File: src/rtl/ac_motor_gate_driver_pkg.sv
// ac_motor_pkg: space-vector constants, sector mapping and leg state encoding
package ac_motor_pkg;

    localparam logic [2:0] V0 = 3'b000;
    localparam logic [2:0] V1 = 3'b100;
    localparam logic [2:0] V2 = 3'b110;
    localparam logic [2:0] V3 = 3'b010;
    localparam logic [2:0] V4 = 3'b011;
    localparam logic [2:0] V5 = 3'b001;
    localparam logic [2:0] V6 = 3'b101;
    localparam logic [2:0] V7 = 3'b111;

    // Gate outputs are taken straight from the HIGH and LOW state bits
    typedef enum logic [3:0] {
        LEG_IDLE = 4'b0001,
        LEG_DEAD = 4'b0010,
        LEG_HIGH = 4'b0100,
        LEG_LOW  = 4'b1000
    } leg_state_t;

    // second=0 gives Vn for sector n, second=1 gives the next vector (wrapping 6 -> 1)
    function automatic logic [2:0] sector_vector(input logic [2:0] sector, input logic second);
        logic [2:0] n;
        n = second ? ((sector == 3'd6) ? 3'd1 : sector + 3'd1) : sector;
        case (n)
            3'd1:    sector_vector = V1;
            3'd2:    sector_vector = V2;
            3'd3:    sector_vector = V3;
            3'd4:    sector_vector = V4;
            3'd5:    sector_vector = V5;
            3'd6:    sector_vector = V6;
            default: sector_vector = V0;
        endcase
    endfunction

endpackage

File: src/rtl/ac_motor_gate_driver_if.sv
// ac_motor_gate_driver_if: SVM strobes in, gate drives and status out
interface ac_motor_gate_driver_if;

    logic       ENABLE;
    logic [2:0] SECTOR_IN;
    logic       U_0;
    logic       U_1;
    logic       U_2;
    logic       U_7;
    logic       HS_A;
    logic       LS_A;
    logic       HS_B;
    logic       LS_B;
    logic       HS_C;
    logic       LS_C;
    logic [2:0] VECTOR_OUT;
    logic       FAULT;

    modport master (
        output ENABLE, SECTOR_IN, U_0, U_1, U_2, U_7,
        input  HS_A, LS_A, HS_B, LS_B, HS_C, LS_C, VECTOR_OUT, FAULT
    );

    modport slave (
        input  ENABLE, SECTOR_IN, U_0, U_1, U_2, U_7,
        output HS_A, LS_A, HS_B, LS_B, HS_C, LS_C, VECTOR_OUT, FAULT
    );

endinterface

File: src/rtl/ac_motor_gate_driver_deadtime_leg.sv
// ac_motor_deadtime_leg: one inverter leg with break-before-make dead time
module ac_motor_deadtime_leg
    import ac_motor_pkg::*;
#(
    parameter int DEAD_CYCLES = 100,
    parameter int CNT_W       = 8
) (
    input  logic CLK,
    input  logic RST_N,
    input  logic run,
    input  logic tgt,
    output logic hs,
    output logic ls
);

    localparam logic [CNT_W-1:0] CNT_LAST = CNT_W'(DEAD_CYCLES - 1);

    leg_state_t       state, state_nxt;
    logic [CNT_W-1:0] cnt, cnt_nxt;
    logic             lat, lat_nxt;

    // State, dead counter and latched target register
    always_ff @(posedge CLK or negedge RST_N) begin
        if (!RST_N) begin
            state <= LEG_IDLE;
            cnt   <= '0;
            lat   <= 1'b0;
        end else begin
            state <= state_nxt;
            cnt   <= cnt_nxt;
            lat   <= lat_nxt;
        end
    end

    // Any target change re-enters or restarts DEAD, so dead time is never shortened
    always_comb begin
        state_nxt = state;
        cnt_nxt   = cnt;
        lat_nxt   = lat;
        if (!run) begin
            state_nxt = LEG_IDLE;
            cnt_nxt   = '0;
        end else begin
            case (state)
                LEG_IDLE: begin
                    state_nxt = LEG_DEAD;
                    cnt_nxt   = '0;
                    lat_nxt   = tgt;
                end
                LEG_DEAD: begin
                    if (tgt != lat) begin
                        cnt_nxt = '0;
                        lat_nxt = tgt;
                    end else if (cnt == CNT_LAST) begin
                        state_nxt = tgt ? LEG_HIGH : LEG_LOW;
                    end else begin
                        cnt_nxt = cnt + 1'b1;
                    end
                end
                LEG_HIGH, LEG_LOW: begin
                    if (tgt != (state == LEG_HIGH)) begin
                        state_nxt = LEG_DEAD;
                        cnt_nxt   = '0;
                        lat_nxt   = tgt;
                    end
                end
                default: state_nxt = LEG_IDLE;
            endcase
        end
    end

    assign hs = state[2];
    assign ls = state[3];

endmodule

File: src/rtl/ac_motor_gate_driver.sv
// ac_motor_gate_driver: SVM vector to six dead-time protected gate drives
module ac_motor_gate_driver
    import ac_motor_pkg::*;
#(
    parameter int DEAD_CYCLES = 100,
    parameter int CNT_W       = 8
) (
    input logic                  CLK,
    input logic                  RST_N,
    ac_motor_gate_driver_if.slave bus
);

    logic [2:0] n_u;
    logic       bad;
    logic [2:0] mapped;
    logic [2:0] vec;
    logic       fault;
    logic       run;
    logic [2:0] hs;
    logic [2:0] ls;

    assign n_u    = 3'(bus.U_0) + 3'(bus.U_1) + 3'(bus.U_2) + 3'(bus.U_7);
    assign bad    = (n_u > 3'd1) ||
                    ((bus.U_1 || bus.U_2) && (bus.SECTOR_IN == 3'd0 || bus.SECTOR_IN == 3'd7));
    assign mapped = bus.U_0 ? V0 : bus.U_7 ? V7 : sector_vector(bus.SECTOR_IN, bus.U_2);
    assign run    = bus.ENABLE && !fault;

    // Target vector follows a single legal strobe; fault latches until ENABLE drops
    always_ff @(posedge CLK or negedge RST_N) begin
        if (!RST_N) begin
            vec   <= V0;
            fault <= 1'b0;
        end else begin
            vec   <= (n_u == 3'd1 && !bad) ? mapped : vec;
            fault <= bus.ENABLE && (fault || bad);
        end
    end

    for (genvar i = 0; i < 3; i++) begin : g_leg
        ac_motor_deadtime_leg #(
            .DEAD_CYCLES(DEAD_CYCLES),
            .CNT_W      (CNT_W)
        ) u_leg (
            .CLK  (CLK),
            .RST_N(RST_N),
            .run  (run),
            .tgt  (vec[i]),
            .hs   (hs[i]),
            .ls   (ls[i])
        );
    end

    assign bus.HS_A       = hs[2];
    assign bus.LS_A       = ls[2];
    assign bus.HS_B       = hs[1];
    assign bus.LS_B       = ls[1];
    assign bus.HS_C       = hs[0];
    assign bus.LS_C       = ls[0];
    assign bus.VECTOR_OUT = vec;
    assign bus.FAULT      = fault;

endmodule

File: src/flat_wrapper.sv
// flat-port wrapper written by rule: the top's interface ports become plain ports
module ac_motor_gate_driver_flat import ac_motor_pkg::*;
#(
    parameter int DEAD_CYCLES = 100,
    parameter int CNT_W       = 8
)
  (CLK, RST_N, bus_ENABLE, bus_SECTOR_IN, bus_U_0, bus_U_1, bus_U_2, bus_U_7, bus_HS_A, bus_LS_A, bus_HS_B, bus_LS_B, bus_HS_C, bus_LS_C, bus_VECTOR_OUT, bus_FAULT);
  ac_motor_gate_driver_if bus_i ();
  input logic CLK;
  input logic RST_N;
  input wire logic [$bits(bus_i.ENABLE)-1:0] bus_ENABLE;
  input wire logic [$bits(bus_i.SECTOR_IN)-1:0] bus_SECTOR_IN;
  input wire logic [$bits(bus_i.U_0)-1:0] bus_U_0;
  input wire logic [$bits(bus_i.U_1)-1:0] bus_U_1;
  input wire logic [$bits(bus_i.U_2)-1:0] bus_U_2;
  input wire logic [$bits(bus_i.U_7)-1:0] bus_U_7;
  output wire logic [$bits(bus_i.HS_A)-1:0] bus_HS_A;
  output wire logic [$bits(bus_i.LS_A)-1:0] bus_LS_A;
  output wire logic [$bits(bus_i.HS_B)-1:0] bus_HS_B;
  output wire logic [$bits(bus_i.LS_B)-1:0] bus_LS_B;
  output wire logic [$bits(bus_i.HS_C)-1:0] bus_HS_C;
  output wire logic [$bits(bus_i.LS_C)-1:0] bus_LS_C;
  output wire logic [$bits(bus_i.VECTOR_OUT)-1:0] bus_VECTOR_OUT;
  output wire logic [$bits(bus_i.FAULT)-1:0] bus_FAULT;
  assign bus_i.ENABLE = bus_ENABLE;
  assign bus_i.SECTOR_IN = bus_SECTOR_IN;
  assign bus_i.U_0 = bus_U_0;
  assign bus_i.U_1 = bus_U_1;
  assign bus_i.U_2 = bus_U_2;
  assign bus_i.U_7 = bus_U_7;
  assign bus_HS_A = bus_i.HS_A;
  assign bus_LS_A = bus_i.LS_A;
  assign bus_HS_B = bus_i.HS_B;
  assign bus_LS_B = bus_i.LS_B;
  assign bus_HS_C = bus_i.HS_C;
  assign bus_LS_C = bus_i.LS_C;
  assign bus_VECTOR_OUT = bus_i.VECTOR_OUT;
  assign bus_FAULT = bus_i.FAULT;
  ac_motor_gate_driver #(.DEAD_CYCLES(DEAD_CYCLES), .CNT_W(CNT_W)) u_core (.CLK(CLK), .RST_N(RST_N), .bus(bus_i));
endmodule
File: config.mk
export PLATFORM = sky130hd
export DESIGN_NAME = ac_motor_gate_driver_flat
export DESIGN_NICKNAME = d
export VERILOG_FILES = /design/src/rtl/ac_motor_gate_driver_pkg.sv /design/src/rtl/ac_motor_gate_driver_if.sv /design/src/rtl/ac_motor_gate_driver_deadtime_leg.sv /design/src/rtl/ac_motor_gate_driver.sv /design/src/flat_wrapper.sv
export SDC_FILE = /design/constraint.sdc
export NUM_CORES = 1
export LEC_CHECK = 0
export CAP_MARGIN = 15
export CORE_AREA = 4 4 95 97
export DETAILED_ROUTE_END_ITERATION = 7
export DIE_AREA = 0 0 99 101
export GPL_TIMING_DRIVEN = 0
export PLACE_DENSITY = 0.65
export SKIP_LAST_GASP = 1
export SLEW_MARGIN = 20
export SYNTH_ARGS = -nofsm -noshare
export SYNTH_HDL_FRONTEND = slang
export SYNTH_SLANG_ARGS = --single-unit
export TNS_END_PERCENT = 1
File: constraint.sdc
create_clock -name CLK -period 1.8 [get_ports CLK]
set_input_delay 0.18 -clock CLK [delete_from_list [all_inputs] [get_ports CLK]]
set_output_delay 0.18 -clock CLK [all_outputs]
set_load 0.02 [all_outputs]
==> results.sh, run 1 <==
export IMPL_dieArea_mm2=0.009999
export IMPL_yosysMostFrequentCell="dfrtp_1"
export IMPL_vias=2438
export IMPL_synth_nets=317
export IMPL_synth_edf_count=0
export IMPL_syn_cell_area_mm2=0.002774
export IMPL_grt_pass1_wl_mm=10.75
export IMPL_rr_startpoint="u_core.g_leg[0].u_leg.state[2]"
export IMPL_crit_path_end_kind="flip-flop"
export IMPL_max_clock_freq_mhz=518.5
export IMPL_seqPwrFrac=0.455
export IMPL_drv_cap=0
export IMPL_period_share=1.072
export IMPL_drive_above_1_share=0.2160
export IMPL_cts_tree="yes"
export IMPL_r2r_end="u_core.g_leg[0].u_leg.state[2]"
export IMPL_critPathMaxFanout=7
export IMPL_drc_errors=0
export IMPL_syn2layout_area_growth_pct=23.36
export IMPL_violations="setup timing"
export IMPL_hold_path_depth=2
export IMPL_place_congestion=0.8390
export IMPL_r2r_cells=5
export IMPL_drt_first_pass_iters=4
export IMPL_internal_power_mw=1.678
export IMPL_antenna_cells=0
export IMPL_rows=33
export IMPL_n_fill_cell=800
export IMPL_pre_cts_ws_ns=-0.7436
export IMPL_drt_iter0_drc=81
export IMPL_portBuffers=19
export IMPL_cts_sinks=43
export IMPL_wl_per_cell_um=14.23
export IMPL_clk_latency_ns=0.30
export IMPL_synth_top_cell_by_area="dfrtp_1"
export IMPL_core_area_mm2=0.008134
export IMPL_synth_top_cell_area_share=0.3608
export IMPL_die_w_um=99
export IMPL_hold_path_class="input port to flip-flop"
export IMPL_power_frac_comb=0.304
export IMPL_stdcell_count=443
export IMPL_yosysUniqueCellTypes=60
export IMPL_postSynth_asyncResetShare=1.000
export IMPL_multiInputGateArea_mm2=0.001652
export IMPL_skew_ns=0.009242
export IMPL_r2r_slack_ns=-0.13
export IMPL_ir_drop_mv=0.3724
export IMPL_avgSynthCellArea_um2=9.246
export IMPL_arrival_ns=2.16
export IMPL_synth_common_cells="dfrtp_1 (40), nand2_1 (22), inv_1 (21), o21ai_0 (18), a21oi_1 (14)"
export IMPL_maxSlewViolCount=0
export IMPL_seq_area_frac_synth=0.3893
export IMPL_seq_area_mm2=0.001084
export IMPL_p_sw_mw=0.8862
export IMPL_cts_htree_levels=2
export IMPL_wl_mm=6.303
export IMPL_leakage_nw=1.335
export IMPL_yosys_warnings=0
export IMPL_start_util=0.3410
export IMPL_rsz0062_at_grt="yes"
export IMPL_pwr_share_clk=0.241
export IMPL_slew_headroom=0.5464
export IMPL_cts_made_buffers=5
export IMPL_wl_met1_mm=3.162
export IMPL_dr_wl_met2_mm=2.894
export IMPL_ios=20
export IMPL_route_met3_wl_um=163
export IMPL_die_h_um=101
export IMPL_worstSetupStartpointType="flip-flop"
export IMPL_grt_max_degree=32
export IMPL_hold_viol_final=0
export IMPL_root_buffer="clkbuf_8"
export IMPL_dp_hpwl_mm=4.385
export IMPL_clkTransAtPathRegs_ns=0.08
export IMPL_dp_cells=425
export IMPL_min_from="bus_U_0"
export IMPL_finalSetupViolations=25
export IMPL_power_density_mw_per_mm2=749.4
export IMPL_synthesis_instances=300
export IMPL_grt_overflow=0
export IMPL_tightestPinTransition_ns=0.6733
export IMPL_final_area_mm2=0.003422
export IMPL_top_layer_used="met4"
export IMPL_synthFlopType="dfrtp_1"
export IMPL_ys_ff_latch=43
export IMPL_fin_ws_ns=-0.1288
export IMPL_setup_worst_path_class="flip-flop to flip-flop"
export IMPL_antenna_found_initial=0
export IMPL_grt_usage=0.1290
export IMPL_status="complete, but fails checks"
export IMPL_min_to="u_core.bus.VECTOR_OUT[2]"
export IMPL_required_ns=2.03
export IMPL_dpl_instance_area_mm2=0.003134
export IMPL_ant_nets=0
export IMPL_final_nets=354
export IMPL_via_per_inst=5.503
export IMPL_synth_area_leaders="dfrtp_1 (36%), o21ai_0 (3.2%), nand2_1 (3.0%)"
export IMPL_clockBufferDepth=2
export IMPL_period_needed_ns=1.929
export IMPL_swShare=0.3456
export IMPL_grt_pass1_vias=2336
-- state kept, by name, summed over array words and instances, names as in the netlist --
register / count
u_core.g_leg.u_leg.cnt: 24
u_core.g_leg.u_leg.state: 12
u_core.bus.VECTOR_OUT: 3
u_core.g_leg.u_leg.lat: 3
u_core.bus.FAULT: 1
-- layout make-up --
cell class	instances	share of cell area
sequential	43	0.3166
multi-input combinational	218	0.4826
clock inverter	2	0.003656
inverter	21	0.02303
clock buffer	6	0.02121
timing repair buffer	35	0.09287
tap	105	0.03839
buffer	13	0.02157
-- cells in the final DEF, fill, tap and decap left out, drive strengths merged, types with 3 or more instances in the layout --
cell type / count
nor2: 10
a221oi: 4
ha: 6
a211oi: 5
nor3b: 4
nor2b: 3
o31ai: 8
nand4b: 3
and3: 5
a41oi: 3
nor4b: 3
mux2i: 3
or3b: 3
clkbuf: 11
and3b: 3
nand3b: 3
mux2: 4
buf: 24
o21a: 5
a31oi: 10
a21oi: 14
or4b: 4
nand2: 22
nand3: 11
inv: 21
nor3: 12
clkdlybuf4s50: 16
nand4: 5
o211ai: 3
dfrtp: 40
dfstp: 3
o21ai: 19
a311oi: 8
nor4: 3
xor2: 5
nand2b: 5
-- critical path, cell delays in order, from the launching register on --
cell	delay, ns
dfrtp_1	0.46
or4b_4	0.59
nor4_4	0.38
buf_4	0.20
buf_4	0.10
o211a_1	0.14
-- power by group through the flow --
| stage | combinational [mW] | sequential [mW] | clock (mW) |
|---|---|---|---|
| floorplan | 0.522 | 1.13 | 0 |
| global placement | 0.728 | 1.15 | 0 |
| detailed placement | 0.738 | 1.16 | 0 |
| CTS | 0.807 | 1.15 | 0.627 |
| global route | 0.852 | 1.18 | 0.677 |
| finish | 0.779 | 1.17 | 0.617 |
-- timing repair --
| action | CTS | global route |
|---|---|---|
| gates resized for setup | 21 | 8 |
| cloned | 0 | 0 |
| buffers inserted | 13 | 1 |
| setup endpoints to repair | 37 | 38 |
| hold endpoints to repair | 12 | 0 |
| pin swaps | 11 | 4 |
| hold buffers | 1 | 0 |
-- per-stage QoR --
stage                     setup TNS (ns)  total power [mW]  hold WS [ns]    util
after floorplan                   -1.682             1.656       -0.1156       -
after global placement            -37.23             1.881        0.4846  0.3835
after detailed placement          -10.60             1.895       0.09558  0.3853
after CTS                         -1.907             2.581        0.2766  0.4172
after global routing              -5.348             2.711        0.2969  0.4207
final                             -1.735             2.565        0.2846  0.4207
-- worst max-delay path by stage --
stage / startpoint / end / slack [ns] / cells past startpoint
3_3_place_gp: RST_N / u_core.g_leg[1].u_leg.state[2] / -0.82 / 1
5_1_grt: u_core.g_leg[0].u_leg.state[2] / u_core.g_leg[0].u_leg.state[3] / -0.22 / 5
2_1_floorplan: u_core.g_leg[1].u_leg.state[3] / u_core.g_leg[1].u_leg.state[2] / -0.17 / 6
4_1_cts: u_core.g_leg[0].u_leg.cnt[0] / u_core.g_leg[0].u_leg.cnt[5] / -0.11 / 5
3_5_place_dp: bus_U_0 / u_core.bus.VECTOR_OUT[0] / -0.74 / 8
6_report: u_core.g_leg[0].u_leg.state[2] / u_core.g_leg[0].u_leg.state[2] / -0.13 / 5
-- cells by family after synthesis --
kind of cell | Yosys count | synth area share
flip-flops | 43 | 0.3893
buffers and inverters | 39 | 0.06631
AO/OA/AOI/OAI | 91 | 0.2224
XOR/XNOR | 6 | 0.01894
adder cells (fa/ha/maj) | 7 | 0.03428
multiplexers | 7 | 0.02706
AND/OR/NAND/NOR | 107 | 0.2418
-- routing by layer --
layer | track usage | vias up
met5 | 0 | -
met4 | 0.04097 | 0
met3 | 0.01869 | 7
met2 | 0.2102 | 39
met1 | 0.1767 | 1191
li1 | - | 1201
Power figures use the tool's default switching activity.
==> run 2, diff against run 1 <==
--- a/config.mk
+++ b/config.mk
@@ -6,9 +6,9 @@
 export NUM_CORES = 1
 export LEC_CHECK = 0
 export CAP_MARGIN = 15
-export CORE_AREA = 4 4 95 97
+export CORE_AREA = 5 5 96 98
 export DETAILED_ROUTE_END_ITERATION = 7
-export DIE_AREA = 0 0 99 101
+export DIE_AREA = 0 0 101 103
 export GPL_TIMING_DRIVEN = 0
 export PLACE_DENSITY = 0.65
 export SKIP_LAST_GASP = 1
==> results.sh, run 2 (synthesis results as in run 1) <==
export IMPL_power_frac_comb=0.289
export IMPL_maxSlewViolCount=0
export IMPL_max_stage_delay_ns=0.60
export IMPL_crit_path_end_kind="flip-flop"
export IMPL_core_area_mm2=0.008381
export IMPL_worstSetupStartpointType="flip-flop"
export IMPL_via_per_inst=5.481
export IMPL_tightestPinTransition_ns=0.5975
export IMPL_most_common_layout_cells="dfrtp_1 (38), nand2_1 (22), inv_1 (21)"
export IMPL_finalSetupViolations=19
export IMPL_n_fill_cell=814
export IMPL_grt_pass1_vias=2370
export IMPL_grt_usage=0.1294
export IMPL_clockBufferDepth=2
export IMPL_portBuffers=19
export IMPL_power_density_mw_per_mm2=795.6
export IMPL_ios=20
export IMPL_wl_mm=6.436
export IMPL_cp_num_buf_inv=0
export IMPL_syn2layout_area_growth_pct=24.13
export IMPL_setup_tns_ns=-1.289
export IMPL_seqPwrFrac=0.418
export IMPL_dieArea_mm2=0.01040
export IMPL_reg_largest_list="u_core.g_leg.u_leg.cnt (24), u_core.g_leg.u_leg.state (12)"
export IMPL_pwr_share_clk=0.292
export IMPL_rows=34
export IMPL_final_nets=353
export IMPL_required_ns=2.01
export IMPL_ir_drop_mv=0.3461
export IMPL_clk_latency_ns=0.30
export IMPL_internal_power_mw=1.853
export IMPL_hold_path_class="input port to flip-flop"
export IMPL_slowest_stage="or4b_4"
export IMPL_status="complete, but fails checks"
export IMPL_clkTransAtPathRegs_ns=0.09
export IMPL_die_w_um=101
export IMPL_path_cells="or4b_4 -> nor2_8 -> or4b_4 -> o32ai_2"
export IMPL_critPathMaxFanout=10
export IMPL_fin_ws_ns=-0.1060
export IMPL_dp_hpwl_mm=4.438
export IMPL_cts_sinks=43
export IMPL_setup_worst_path_class="flip-flop to flip-flop"
export IMPL_drt_first_pass_iters=4
export IMPL_rsz0062_at_grt="yes"
export IMPL_die_h_um=103
export IMPL_start_util=0.3310
export IMPL_vias=2439
export IMPL_p_sw_mw=0.8864
export IMPL_max_clock_freq_mhz=524.7
export IMPL_skew_ns=0.01657
export IMPL_drv_cap=0
export IMPL_violations="setup timing"
export IMPL_largest_reg_flops=24
export IMPL_antenna_found_initial=0
export IMPL_power_mw=2.739
export IMPL_root_buffer="clkbuf_8"
export IMPL_layout_commonest_cell="dfrtp_1"
export IMPL_period_needed_ns=1.906
export IMPL_grt_pass1_wl_mm=11.00
export IMPL_cts_htree_levels=2
export IMPL_grt_overflow=0
export IMPL_grt_max_degree=32
export IMPL_leakage_nw=1.364
export IMPL_drt_iter0_drc=101
export IMPL_drc_errors=0
export IMPL_final_area_mm2=0.003443
export IMPL_cts_tree="yes"
export IMPL_cpMostUsedCell="or4b_4"
export IMPL_critPathTopFamily="simple AND/OR/NAND/NOR gates"
export IMPL_dpl_instance_area_mm2=0.003138
export IMPL_wl_per_cell_um=14.46
export IMPL_slew_headroom=0.6017
export IMPL_arrival_ns=2.12
export IMPL_cts_made_buffers=5
export IMPL_top_register="u_core.g_leg.u_leg.cnt"
export IMPL_swShare=0.3236
export IMPL_ant_nets=0
export IMPL_pre_cts_ws_ns=-0.7268
export IMPL_period_share=1.059
export IMPL_place_congestion=0.8049
export IMPL_hold_viol_final=0
export IMPL_drive_above_1_share=0.2136
export IMPL_antenna_cells=0
[run 2: metal layers]
layer / vias up / wire (um) / track usage
met4: 0 / 76 / 0.03988
met2: 39 / 3153 / 0.2203
li1: 1194 / - / -
met5: - / 0 / 0
met3: 7 / 209 / 0.01827
met1: 1199 / 2997 / 0.1706
[run 2: timing repair]
action	CTS	global route
gates resized for setup	17	13
pin swaps	6	9
endpoints found under the setup margin	37	39
hold endpoints to repair	12	0
hold buffers	1	0
buffers inserted	10	3
[run 2: stage by stage]
| stage | util | hold slack [ns] | std cells |
|---|---|---|---|
| 2_1_floorplan | - | -0.1156 | 300 |
| 3_3_place_gp | 0.3726 | 0.4918 | 427 |
| 3_5_place_dp | 0.3744 | 0.09985 | 428 |
| 4_1_cts | 0.4040 | 0.2662 | 444 |
| 5_1_grt | 0.4109 | 0.2957 | 445 |
| 6_report | 0.4109 | 0.2739 | 445 |
[run 2: path summary, 6_finish.rpt]
check | to | startpoint | depth (start not counted) | slack, ns
max | u_core.g_leg[1].u_leg.state[2] | u_core.g_leg[1].u_leg.state[2] | 4 | -0.11
max reg2reg | u_core.g_leg[1].u_leg.state[2] | u_core.g_leg[1].u_leg.state[2] | 4 | -0.11
min reg2reg | u_core.g_leg[1].u_leg.cnt[7] | u_core.g_leg[1].u_leg.cnt[7] | 1 | 0.51
min in group asynchronous | u_core.g_leg[1].u_leg.state[2] | RST_N | 2 | 0.30
min | u_core.bus.VECTOR_OUT[2] | bus_U_0 | 2 | 0.27
max in group asynchronous | u_core.g_leg[1].u_leg.state[0] | RST_N | 3 | 0.95
[run 2: cell type report]
| cell class | instances | area, um^2 | area share |
|---|---|---|---|
| well taps | 108 | 135.1 | 0.03924 |
| multi-input cells | 218 | 1629 | 0.4731 |
| flip-flops and latches | 43 | 1082 | 0.3143 |
| clock inverters | 2 | 35.03 | 0.01017 |
| clock buffers | 6 | 82.58 | 0.02398 |
| repair buffers | 34 | 325.3 | 0.09448 |
| plain buffers | 13 | 75.07 | 0.02180 |
| inverters | 21 | 78.83 | 0.02289 |
[run 2: worst register-to-register path, stage by stage, from the launching register on]
cell and delay (ns):
dfrtp_2 0.49, or4b_4 0.60, nor2_8 0.12, or4b_4 0.48, o32ai_2 0.13
[run 2: power groups by stage]
stage                     Combinational [mW]  Sequential [mW]  Clock, mW
after floorplan                        0.522             1.13          0
after global placement                 0.729             1.15          0
after detailed placement               0.742             1.16          0
after CTS                              0.791             1.14      0.819
after global routing                   0.869             1.16      0.860
final                                  0.793             1.15      0.801
